$ cat config.mk
export PLATFORM = sky130hd
export DESIGN_NAME = mem_arbiter_flat
export DESIGN_NICKNAME = d
export VERILOG_FILES = /design/src/rtl/mem_arbiter_pkg.sv /design/src/rtl/mem_arbiter_if.sv /design/src/rtl/mem_arb_select.sv /design/src/rtl/mem_arbiter.sv /design/src/flat_wrapper.sv
export SDC_FILE = /design/constraint.sdc
export NUM_CORES = 1
export LEC_CHECK = 0
export BUFFER_PORTS_ARGS = -buffer_cell sky130_fd_sc_hd__clkbuf_2
export CAP_MARGIN = 10
export CORE_AREA = 4 4 211 213
export DETAILED_ROUTE_END_ITERATION = 12
export DIE_AREA = 0 0 215 217
export GPL_TIMING_DRIVEN = 0
export PLACE_DENSITY_LB_ADDON = 0.15
export SLEW_MARGIN = 20
export SYNTH_ARGS = -nofsm -noshare
export SYNTH_HDL_FRONTEND = slang
export SYNTH_SLANG_ARGS = --single-unit
$ cat constraint.sdc
create_clock -name clk -period 14.9 [get_ports clk]
set_input_delay 2.98 -clock clk [delete_from_list [all_inputs] [get_ports clk]]
set_output_delay 2.98 -clock clk [all_outputs]
set_load 0.01 [all_outputs]
$ cat src/rtl/mem_arbiter_pkg.sv
// Shared types for the two-port memory arbiter: bus owner and FSM state encodings.
`ifndef DATA_WIDTH
`define DATA_WIDTH 64
`endif

package mem_arbiter_pkg;

    typedef enum logic {
        OWNER_IFETCH = 1'b0,
        OWNER_DMEM   = 1'b1
    } owner_e;

    typedef enum logic [1:0] {
        ST_IDLE = 2'd0,
        ST_REQ  = 2'd1,
        ST_RSP  = 2'd2
    } state_e;

    localparam int unsigned STARV_W = 4;
    localparam int unsigned MASK_W  = `DATA_WIDTH / 8;

endpackage

$ cat src/rtl/mem_arbiter_if.sv
// Port bundle of the memory arbiter: ifetch and dmem client channels plus the shared bus.
interface mem_arbiter_if;

    logic                     ireq_valid;
    logic [`DATA_WIDTH-1:0]   ireq_addr;
    logic                     ireq_ready;
    logic                     irsp_valid;
    logic [`DATA_WIDTH-1:0]   irsp_data;
    logic                     ikill;

    logic                     dreq_valid;
    logic [`DATA_WIDTH-1:0]   dreq_addr;
    logic                     dreq_wen;
    logic [`DATA_WIDTH-1:0]   dreq_wdata;
    logic [`DATA_WIDTH/8-1:0] dreq_wmask;
    logic                     dreq_ready;
    logic                     drsp_valid;
    logic [`DATA_WIDTH-1:0]   drsp_data;

    logic                     bus_req_valid;
    logic                     bus_req_ready;
    logic [`DATA_WIDTH-1:0]   bus_addr;
    logic                     bus_wen;
    logic [`DATA_WIDTH-1:0]   bus_wdata;
    logic [`DATA_WIDTH/8-1:0] bus_wmask;
    logic                     bus_rsp_valid;
    logic [`DATA_WIDTH-1:0]   bus_rsp_data;
    logic                     bus_owner;

    // Arbiter side
    modport slave (
        input  ireq_valid, ireq_addr, ikill,
        input  dreq_valid, dreq_addr, dreq_wen, dreq_wdata, dreq_wmask,
        input  bus_req_ready, bus_rsp_valid, bus_rsp_data,
        output ireq_ready, irsp_valid, irsp_data,
        output dreq_ready, drsp_valid, drsp_data,
        output bus_req_valid, bus_addr, bus_wen, bus_wdata, bus_wmask, bus_owner
    );

    // Client / bus environment side
    modport master (
        output ireq_valid, ireq_addr, ikill,
        output dreq_valid, dreq_addr, dreq_wen, dreq_wdata, dreq_wmask,
        output bus_req_ready, bus_rsp_valid, bus_rsp_data,
        input  ireq_ready, irsp_valid, irsp_data,
        input  dreq_ready, drsp_valid, drsp_data,
        input  bus_req_valid, bus_addr, bus_wen, bus_wdata, bus_wmask, bus_owner
    );

endinterface

$ cat src/rtl/mem_arb_select.sv
// Winner selection between ifetch and dmem. Fixed dmem priority with ifetch starvation
// override by default; alternating round-robin when ARB_ROUND_ROBIN_EN is defined.
module mem_arb_select
    import mem_arbiter_pkg::*;
#(
    parameter int unsigned MAX_WAIT = 4
) (
    input  logic               ireq_valid,
    input  logic               dreq_valid,
`ifdef ARB_ROUND_ROBIN_EN
    input  owner_e             rr_ptr,
`else
    input  logic [STARV_W-1:0] starv_cnt,
`endif
    output owner_e             winner
);

`ifndef ARB_ROUND_ROBIN_EN
    localparam logic [STARV_W-1:0] MAX_WAIT_C = STARV_W'(MAX_WAIT);
`endif

    always_comb begin
        winner = OWNER_IFETCH;
        if (ireq_valid && dreq_valid) begin
`ifdef ARB_ROUND_ROBIN_EN
            // rr_ptr holds the side preferred on the next contested grant
            winner = rr_ptr;
`else
            winner = (starv_cnt >= MAX_WAIT_C) ? OWNER_IFETCH : OWNER_DMEM;
`endif
        end else if (dreq_valid) begin
            winner = OWNER_DMEM;
        end
    end

endmodule

$ cat src/rtl/mem_arbiter.sv
// Two-client memory arbiter (ifetch read-only, dmem read/write) onto a single bus with one
// transaction outstanding. ARB_ROUND_ROBIN_EN selects round-robin instead of fixed priority.
module mem_arbiter
    import mem_arbiter_pkg::*;
#(
    parameter int unsigned MAX_WAIT = 4
) (
    input  logic          clk,
    input  logic          rst,
    mem_arbiter_if.slave  io
);

    state_e state;
    owner_e owner;
    owner_e winner;
    logic   kill_q;
    logic   any_valid;
    logic   grant;
    logic   ifetch_kill;

    assign any_valid   = io.ireq_valid | io.dreq_valid;
    assign grant       = (state == ST_IDLE) && any_valid && !rst;
    assign ifetch_kill = io.ikill && (owner == OWNER_IFETCH);

    assign io.ireq_ready = grant && (winner == OWNER_IFETCH);
    assign io.dreq_ready = grant && (winner == OWNER_DMEM);
    assign io.bus_owner  = owner;

`ifdef ARB_ROUND_ROBIN_EN
    owner_e rr_ptr;

    always_ff @(posedge clk or posedge rst) begin
        if (rst) begin
            rr_ptr <= OWNER_IFETCH;
        end else if (grant) begin
            rr_ptr <= (winner == OWNER_IFETCH) ? OWNER_DMEM : OWNER_IFETCH;
        end
    end

    mem_arb_select #(.MAX_WAIT(MAX_WAIT)) u_select (
        .ireq_valid (io.ireq_valid),
        .dreq_valid (io.dreq_valid),
        .rr_ptr     (rr_ptr),
        .winner     (winner)
    );
`else
    logic [STARV_W-1:0] starv_cnt;

    // Counts consecutive grants lost by a waiting ifetch; saturates rather than wrapping
    always_ff @(posedge clk or posedge rst) begin
        if (rst) begin
            starv_cnt <= '0;
        end else if (grant) begin
            if (winner == OWNER_IFETCH) begin
                starv_cnt <= '0;
            end else if (io.ireq_valid && (starv_cnt != '1)) begin
                starv_cnt <= starv_cnt + 1'b1;
            end
        end
    end

    mem_arb_select #(.MAX_WAIT(MAX_WAIT)) u_select (
        .ireq_valid (io.ireq_valid),
        .dreq_valid (io.dreq_valid),
        .starv_cnt  (starv_cnt),
        .winner     (winner)
    );
`endif

    always_ff @(posedge clk or posedge rst) begin
        if (rst) begin
            state            <= ST_IDLE;
            owner            <= OWNER_IFETCH;
            kill_q           <= 1'b0;
            io.bus_req_valid <= 1'b0;
            io.bus_addr      <= '0;
            io.bus_wen       <= 1'b0;
            io.bus_wdata     <= '0;
            io.bus_wmask     <= '0;
            io.irsp_valid    <= 1'b0;
            io.irsp_data     <= '0;
            io.drsp_valid    <= 1'b0;
            io.drsp_data     <= '0;
        end else begin
            io.irsp_valid <= 1'b0;
            io.drsp_valid <= 1'b0;
            case (state)
                ST_IDLE: begin
                    kill_q <= 1'b0;
                    if (any_valid) begin
                        owner            <= winner;
                        io.bus_req_valid <= 1'b1;
                        state            <= ST_REQ;
                        if (winner == OWNER_IFETCH) begin
                            io.bus_addr  <= io.ireq_addr;
                            io.bus_wen   <= 1'b0;
                            io.bus_wdata <= '0;
                            io.bus_wmask <= '0;
                        end else begin
                            io.bus_addr  <= io.dreq_addr;
                            io.bus_wen   <= io.dreq_wen;
                            io.bus_wdata <= io.dreq_wdata;
                            io.bus_wmask <= io.dreq_wmask;
                        end
                    end
                end
                ST_REQ: begin
                    if (ifetch_kill) begin
                        kill_q <= 1'b1;
                    end
                    if (io.bus_req_ready) begin
                        io.bus_req_valid <= 1'b0;
                        state            <= ST_RSP;
                    end
                end
                ST_RSP: begin
                    if (io.bus_rsp_valid) begin
                        state  <= ST_IDLE;
                        kill_q <= 1'b0;
                        if (owner == OWNER_DMEM) begin
                            io.drsp_valid <= 1'b1;
                            io.drsp_data  <= io.bus_rsp_data;
                        end else if (!(kill_q || io.ikill)) begin
                            // a kill arriving with the response itself still suppresses it
                            io.irsp_valid <= 1'b1;
                            io.irsp_data  <= io.bus_rsp_data;
                        end
                    end else if (ifetch_kill) begin
                        kill_q <= 1'b1;
                    end
                end
                default: begin
                    state <= ST_IDLE;
                end
            endcase
        end
    end

endmodule
$ cat src/flat_wrapper.sv
// flat-port wrapper written by rule: the top's interface ports become plain ports
module mem_arbiter_flat import mem_arbiter_pkg::*;
#(
    parameter int unsigned MAX_WAIT = 4
)
  (clk, rst, io_ireq_valid, io_ireq_addr, io_ikill, io_dreq_valid, io_dreq_addr, io_dreq_wen, io_dreq_wdata, io_dreq_wmask, io_bus_req_ready, io_bus_rsp_valid, io_bus_rsp_data, io_ireq_ready, io_irsp_valid, io_irsp_data, io_dreq_ready, io_drsp_valid, io_drsp_data, io_bus_req_valid, io_bus_addr, io_bus_wen, io_bus_wdata, io_bus_wmask, io_bus_owner);
  mem_arbiter_if io_i ();
  input  logic clk;
  input  logic rst;
  input wire logic [$bits(io_i.ireq_valid)-1:0] io_ireq_valid;
  input wire logic [$bits(io_i.ireq_addr)-1:0] io_ireq_addr;
  input wire logic [$bits(io_i.ikill)-1:0] io_ikill;
  input wire logic [$bits(io_i.dreq_valid)-1:0] io_dreq_valid;
  input wire logic [$bits(io_i.dreq_addr)-1:0] io_dreq_addr;
  input wire logic [$bits(io_i.dreq_wen)-1:0] io_dreq_wen;
  input wire logic [$bits(io_i.dreq_wdata)-1:0] io_dreq_wdata;
  input wire logic [$bits(io_i.dreq_wmask)-1:0] io_dreq_wmask;
  input wire logic [$bits(io_i.bus_req_ready)-1:0] io_bus_req_ready;
  input wire logic [$bits(io_i.bus_rsp_valid)-1:0] io_bus_rsp_valid;
  input wire logic [$bits(io_i.bus_rsp_data)-1:0] io_bus_rsp_data;
  output wire logic [$bits(io_i.ireq_ready)-1:0] io_ireq_ready;
  output wire logic [$bits(io_i.irsp_valid)-1:0] io_irsp_valid;
  output wire logic [$bits(io_i.irsp_data)-1:0] io_irsp_data;
  output wire logic [$bits(io_i.dreq_ready)-1:0] io_dreq_ready;
  output wire logic [$bits(io_i.drsp_valid)-1:0] io_drsp_valid;
  output wire logic [$bits(io_i.drsp_data)-1:0] io_drsp_data;
  output wire logic [$bits(io_i.bus_req_valid)-1:0] io_bus_req_valid;
  output wire logic [$bits(io_i.bus_addr)-1:0] io_bus_addr;
  output wire logic [$bits(io_i.bus_wen)-1:0] io_bus_wen;
  output wire logic [$bits(io_i.bus_wdata)-1:0] io_bus_wdata;
  output wire logic [$bits(io_i.bus_wmask)-1:0] io_bus_wmask;
  output wire logic [$bits(io_i.bus_owner)-1:0] io_bus_owner;
  assign io_i.ireq_valid = io_ireq_valid;
  assign io_i.ireq_addr = io_ireq_addr;
  assign io_i.ikill = io_ikill;
  assign io_i.dreq_valid = io_dreq_valid;
  assign io_i.dreq_addr = io_dreq_addr;
  assign io_i.dreq_wen = io_dreq_wen;
  assign io_i.dreq_wdata = io_dreq_wdata;
  assign io_i.dreq_wmask = io_dreq_wmask;
  assign io_i.bus_req_ready = io_bus_req_ready;
  assign io_i.bus_rsp_valid = io_bus_rsp_valid;
  assign io_i.bus_rsp_data = io_bus_rsp_data;
  assign io_ireq_ready = io_i.ireq_ready;
  assign io_irsp_valid = io_i.irsp_valid;
  assign io_irsp_data = io_i.irsp_data;
  assign io_dreq_ready = io_i.dreq_ready;
  assign io_drsp_valid = io_i.drsp_valid;
  assign io_drsp_data = io_i.drsp_data;
  assign io_bus_req_valid = io_i.bus_req_valid;
  assign io_bus_addr = io_i.bus_addr;
  assign io_bus_wen = io_i.bus_wen;
  assign io_bus_wdata = io_i.bus_wdata;
  assign io_bus_wmask = io_i.bus_wmask;
  assign io_bus_owner = io_i.bus_owner;
  mem_arbiter #(.MAX_WAIT(MAX_WAIT)) u_core (.clk(clk), .rst(rst), .io(io_i));
endmodule
# Yosys cells after proc, flatten, opt, wreduce, memory -nomap -nowiden
# Cells that the tools add are included.
# Widths: inputs -> output; s select.
dict set report op_classes {
  n_mux 26
  reduce_logical 18
  n_lt_le_gt_ge 1
  addsub 1
  n_mul 0
  bitwise_logic 4
  div 0
  n_eq_ne 7
  shift 0
}
# operator count
set op_table {}
lappend op_table {{$mux 64} 2}
lappend op_table {{$mux 1} 15}
lappend op_table {{$reduce_and 3->1} 3}
lappend op_table {{$mux 4} 2}
lappend op_table {{$mux 8} 1}
lappend op_table {{$logic_and 1x1->1} 7}
lappend op_table {{$mux 2} 3}
lappend op_table {{$ne 2x2->1 const B} 3}
lappend op_table {{$pmux 2 s3} 1}
lappend op_table {{$add 4x1->4 const B} 1}
lappend op_table {{$ge 4x3->1 const B} 1}
lappend op_table {{$ne 4x4->1 const B} 1}
lappend op_table {{$reduce_and 2->1} 2}
lappend op_table {{$reduce_and 4->1} 1}
lappend op_table {{$not 1->1} 3}
lappend op_table {{$pmux 1 s3} 1}
lappend op_table {{$reduce_bool 3->1} 1}
lappend op_table {{$eq 2x1->1 const B} 1}
lappend op_table {{$eq 2x2->1 const B} 1}
lappend op_table {{$logic_not 2->1} 1}
lappend op_table {{$ne 2x1->1 const B} 1}
lappend op_table {{$pmux 1 s2} 1}
lappend op_table {{$reduce_bool 2->1} 1}
lappend op_table {{$logic_not 1->1} 1}
lappend op_table {{other kinds (2)} 2}
dict set report totals {
  mem_bits_rw 0
  n_memories 0
  latch_bits 0
  ff_bits 276
  mem_bits_ro 0
  in_bits 272
  output_inout_bits 271
}

# Longest topological paths before layout
dict set report logic_depth {
  depth_word 5
  ltp_mapped 7
  depth_no_buf 5
}

# Hierarchy
# Synthesis repeated with hierarchy kept, for this count alone.
dict set report unflattened {
  hier_cells 925
  area_unflattened_um2 11364.6
}
# module n_inst cells_per_inst area_each_um2 seq_area_each_um2
set modules_own_cells {}
lappend modules_own_cells {mem_arbiter 1 923 11353.4 6906.6}
lappend modules_own_cells {mem_arb_select 1 2 11.3 0.0}

# Worst setup path before layout
# OpenSTA, ideal clock, no wires.
dict set report synth_path {
  path_type {input-to-output}
  start {input port rst}
  end {output port io_dreq_ready}
  required_ns 11.920
  arrival_time_ns 9.501
  setup_slack_ns 2.419
  path_stages 2
  cell_sequence {inv_1 and3_1}
}
dict set report synth_between {
  elab_chain_len 3
}
# element line_no
set synth_lines {}
lappend synth_lines {{from (decl)} flat_wrapper.sv:9} ;# input logic rst;
lappend synth_lines {{$logic_not 1->1} mem_arbiter.sv:22} ;# assign grant = (state == ST_IDLE) && any_valid && !rst;
lappend synth_lines {{$logic_and 1x1->1} mem_arbiter.sv:22}
lappend synth_lines {{$logic_and 1x1->1} mem_arbiter.sv:26} ;# assign io.dreq_ready = grant && (winner == OWNER_DMEM);
lappend synth_lines {{to (decl)} flat_wrapper.sv:24} ;# output wire logic [$bits(io_i.dreq_ready)-1:0] io_dreq_ready;
# No other way between the ends.

# Worst setup path after layout
dict set report layout_path {
  start {input port io_dreq_valid}
  end {output port io_ireq_ready}
}
dict set report layout_between {
  elab_chain_len 4
  elab_cells_between_ends 8
  cone_classes {2 x mux; 2 x bitwise; 4 x reduce/logical}
}
# element line_no
set layout_lines {}
lappend layout_lines {{from (decl)} flat_wrapper.sv:13} ;# input wire logic [$bits(io_i.dreq_valid)-1:0] io_dreq_valid;
lappend layout_lines {{$mux 1, or another cell as far along} mem_arb_select.sv:31} ;# end else if (dreq_valid) begin
lappend layout_lines {{$mux 1 or $logic_and 1x1->1 (tied branches)} {mem_arb_select.sv:24, mem_arbiter.sv:22}}
lappend layout_lines {{$not 1->1 or $logic_and 1x1->1 (tied branches)} {mem_arbiter.sv:25, mem_arbiter.sv:22}}
lappend layout_lines {{$logic_and 1x1->1 *} mem_arbiter.sv:25} ;# assign io.ireq_ready = grant && (winner == OWNER_IFETCH);
lappend layout_lines {{to (decl)} flat_wrapper.sv:21} ;# output wire logic [$bits(io_i.ireq_ready)-1:0] io_ireq_ready;
# Mark *: on every way between the ends. The rest lies on a longest branch, timed or not.

==> out/qor.yml <==
layout:
  fin_area_mm2: 0.0158
  post-route-util_pct: 36.9
  fin_nets: 1707
  areaGrowthSynthToFinish_pct: 40.5
  fill_cells: 4324
  multi_input_area_mm2: 0.00392
  regArea_mm2: 0.00691
  drive_above_1_share_pct: 53.5
place:
  gp_congestion: 0.846
  pre_cts_ws_ns: 7.44
  placed_area_mm2: 0.0147
  port_buffers: 542
  hpwl_mm: 31.8
worst_setup_path:
  crit_chain: "clkbuf_2 -> o21ai_1 -> buf_2 -> buf_2 -> nor3_1 -> clkbuf_2"
  r2r_slack_ns: 12.79
  cp_max_fo: 10
  end_kind: "output port"
  critPathMaxStageDelay_ns: 0.39
  cp-start-kind: "input port"
  reg2regPathDepth: 6
  crit_family: "buffers and inverters"
  path_class: "input port to output port"
  r2r_start: "u_core.state[0]"
  critPathSlowestCell: "buf_2"
  arrival_ns: 4.35
  required_ns: 11.92
  crit_buf_inv: 4
  worstSetupStartpoint: "io_dreq_valid"
  regToRegEndpoint: "u_core.io.bus_wdata[0]"
floorplanning:
  fp.coreArea_mm2: 0.0427
  start_util_pct: 26.3
  die_h_um: 217
  ios: 543
  die_x_um: 215
  rows: 76
  die_area_mm2: 0.0467
cts:
  post_cts_buffers: 0
  clkTransAtPathRegs_ns: 0.05
  htree_levels: 2
  root_buffer: "clkbuf_16"
  numCtsBuffers: 34
  cts.sinks: 276
  ctsHoldBuffers: 0
  cts_resized: 0
  worstSkewPairLatency_ns: 0.53
  cts_tree: "done"
  clk_path_buf_depth: 3
synth:
  synth_edf_count: 0
  synthFlopType: "dfrtp_1"
  async_flop_share_pct: 100
  syn_avg_cell_area_um2: 13.2
  yosysUniqueCellTypes: 32
  seq_area_frac_synth_pct: 61.6
  syn_nets: 1126
  ys_seq_elements: 276
  netlist_area_mm2: 0.0112
  yosysWarnings: 0
  netlist_instances: 847
global_routing:
  antenna_found_initial: 3
  grt_pass1_wl_mm: 62.9
  overflow: 0
  grt_max_degree: 94
  grt_usage_pct: 17.3
  grt_pass1_vias: 9862
worst_hold_path:
  hp-start: "u_core.io.bus_addr[44]"
  hold_depth: 2
  worst_hold_path.endpoint: "u_core.io.bus_addr[44]"
  hold_path.class: "register to register"
pwr:
  vdd.ir_drop.worst_mv: 0.0897
  p_clk_share_pct: 22.4
  sw_frac_of_total_pct: 36.9
  p_switching_w: 0.00132
  p_seq_share_pct: 37.4
  power_leakage_nw: 8.13
  p_int_w: 0.00226
  power_density_mw_per_mm2: 227
  power_frac_comb_pct: 40.2
timing:
  finalCritPeriodShare_pct: 49.2
  fmax_mhz: 136
  clock_skew_ns: 0.0157
  hold_ws_ns: 0.493
  slew_headroom_pct: 64.1
  finalMaxSlewViolations: 0
  rsz0062_at_grt: "false"
  finalWorstSetupSlack_ns: 7.57
  post-route-min-period_ns: 7.33
  tightest_slew_ns: 0.532
  setup_viol: 0
  hold_violations: 0
route:
  met2_length_mm: 20.0
  vias_per_cell: 4.59
  drc_errors: 0
  wl_met3_mm: 4.01
  wl_mm: 41.5
  first_iter_violations: 481
  drt_pre_antenna_iters: 4
  highest-signal-layer: "met5"
  vias: 9162
  drt-met1-wl_mm: 16.4
  wire_per_inst_um: 20.8
  final_antenna_net_count: 0
job:
  drv_cap: 0
run_status:
  status: "completed"
==> metal layers <==
layer	GRT usage (%)	up-vias
met5	0	-
met4	4.87	4
met2	28.8	373
met1	20.9	4447
li1	-	4269
met3	7.11	69
==> cells in the mapped netlist (all sizes together) (2+ instances only) <==
cell    number  area share (%)
a21oi        3            0.13
a22o        75             5.9
and2         2            0.11
and3         2            0.11
buf         51             2.6
clkbuf      20            0.67
dfrtp      276              62
ha           7            0.78
inv          5            0.17
mux2       131              15
nand2      128             4.3
nand3        2            0.13
nand4       64             3.6
nor2         2           0.067
nor2b        2            0.11
nor3         3            0.18
o211ai      64             4.3
o21ai        3            0.13
==> tightest hold or removal path: stages (launching register included) <==
cell and delay, ns:
dfrtp_1 0.34, nand2_1 0.05, o211ai_1 0.07
==> cell type report <==
cell class,count,area share (%)
antenna,1,0.0159
buffer,71,2.30
clock buffer,50,6.30
clock inverter,6,0.373
inverter,6,0.191
multi-input combinational,494,24.9
sequential,276,43.9
tap,546,4.34
timing repair buffer,545,17.7
==> power by group through the flow <==
stage / logic, W / clock network [W] / registers, W
final: 0.00144 / 0.000801 / 0.00134
after global routing: 0.00157 / 0.000859 / 0.00139
after CTS: 0.00147 / 0.000828 / 0.00134
after detailed placement: 0.00147 / 0 / 0.00135
after global placement: 0.00146 / 0 / 0.00135
after floorplan: 0.000626 / 0 / 0.00150
==> through the flow <==
stage / TNS, ns / total power [W] / instances
CTS: 0 / 0.00364 / 1994
floorplan: 0 / 0.00212 / 847
finish: 0 / 0.00358 / 1995
global route: 0 / 0.00382 / 1994
detailed placement: 0 / 0.00282 / 1938
global placement: -0.857 / 0.00280 / 1935
==> cell usage in the layout (no fill, tap or decap), types with 2 or more instances in the layout <==
cell,instances
o21ai_1,2
clkinv_2,4
nor3_1,2
mux2_2,82
and3_1,2
clkbuf_1,29
inv_1,4
buf_1,2
buf_2,43
nand4_1,64
a22o_1,75
clkbuf_2,542
dfrtp_1,276
buf_16,3
nand2_1,128
nor2_1,2
nor2b_1,2
and2_1,2
ha_1,7
clkbuf_16,35
clkbuf_8,6
buf_6,5
mux2_4,49
o211ai_1,64
a21oi_1,3
==> how the worst max path moves through the flow <==
stage / endpoint / slack [ns] / cells past startpoint
2_1_floorplan: io_dreq_ready / 2.42 / 2
3_3_place_gp: io_dreq_ready / -0.86 / 4
3_5_place_dp: io_ireq_ready / 7.44 / 6
4_1_cts: io_ireq_ready / 7.44 / 6
5_1_grt: io_ireq_ready / 7.39 / 6
6_report: io_ireq_ready / 7.57 / 6
==> flip-flops by register name, indices dropped and copies added, names as in the netlist <==
| signal | flops |
|---|---|
| u_core.io.bus_addr | 64 |
| u_core.io.bus_wdata | 64 |
| u_core.io.drsp_data | 64 |
| u_core.io.irsp_data | 64 |
| u_core.io.bus_wmask | 8 |
| u_core.starv_cnt | 4 |
| u_core.state | 2 |
| u_core.io.bus_owner | 1 |
| u_core.io.bus_req_valid | 1 |
| u_core.io.bus_wen | 1 |
| u_core.io.drsp_valid | 1 |
| u_core.io.irsp_valid | 1 |
| u_core.kill_q | 1 |
==> kinds of logic (layout without fill, tap and decap cells) <==
kind of cell               count (synthesis)  in the layout  synth area share, %
adders and majority gates                  7              7                0.781
other                                      0              1                    0
and+or+nand+nor                          208            208                 8.78
muxes                                    131            131                 14.8
DFF                                      276            276                 61.6
AOI/OAI and AO/OA                        148            148                 10.6
buffers and inverters                     77            678                 3.43
(Power assumes the default switching activity.)
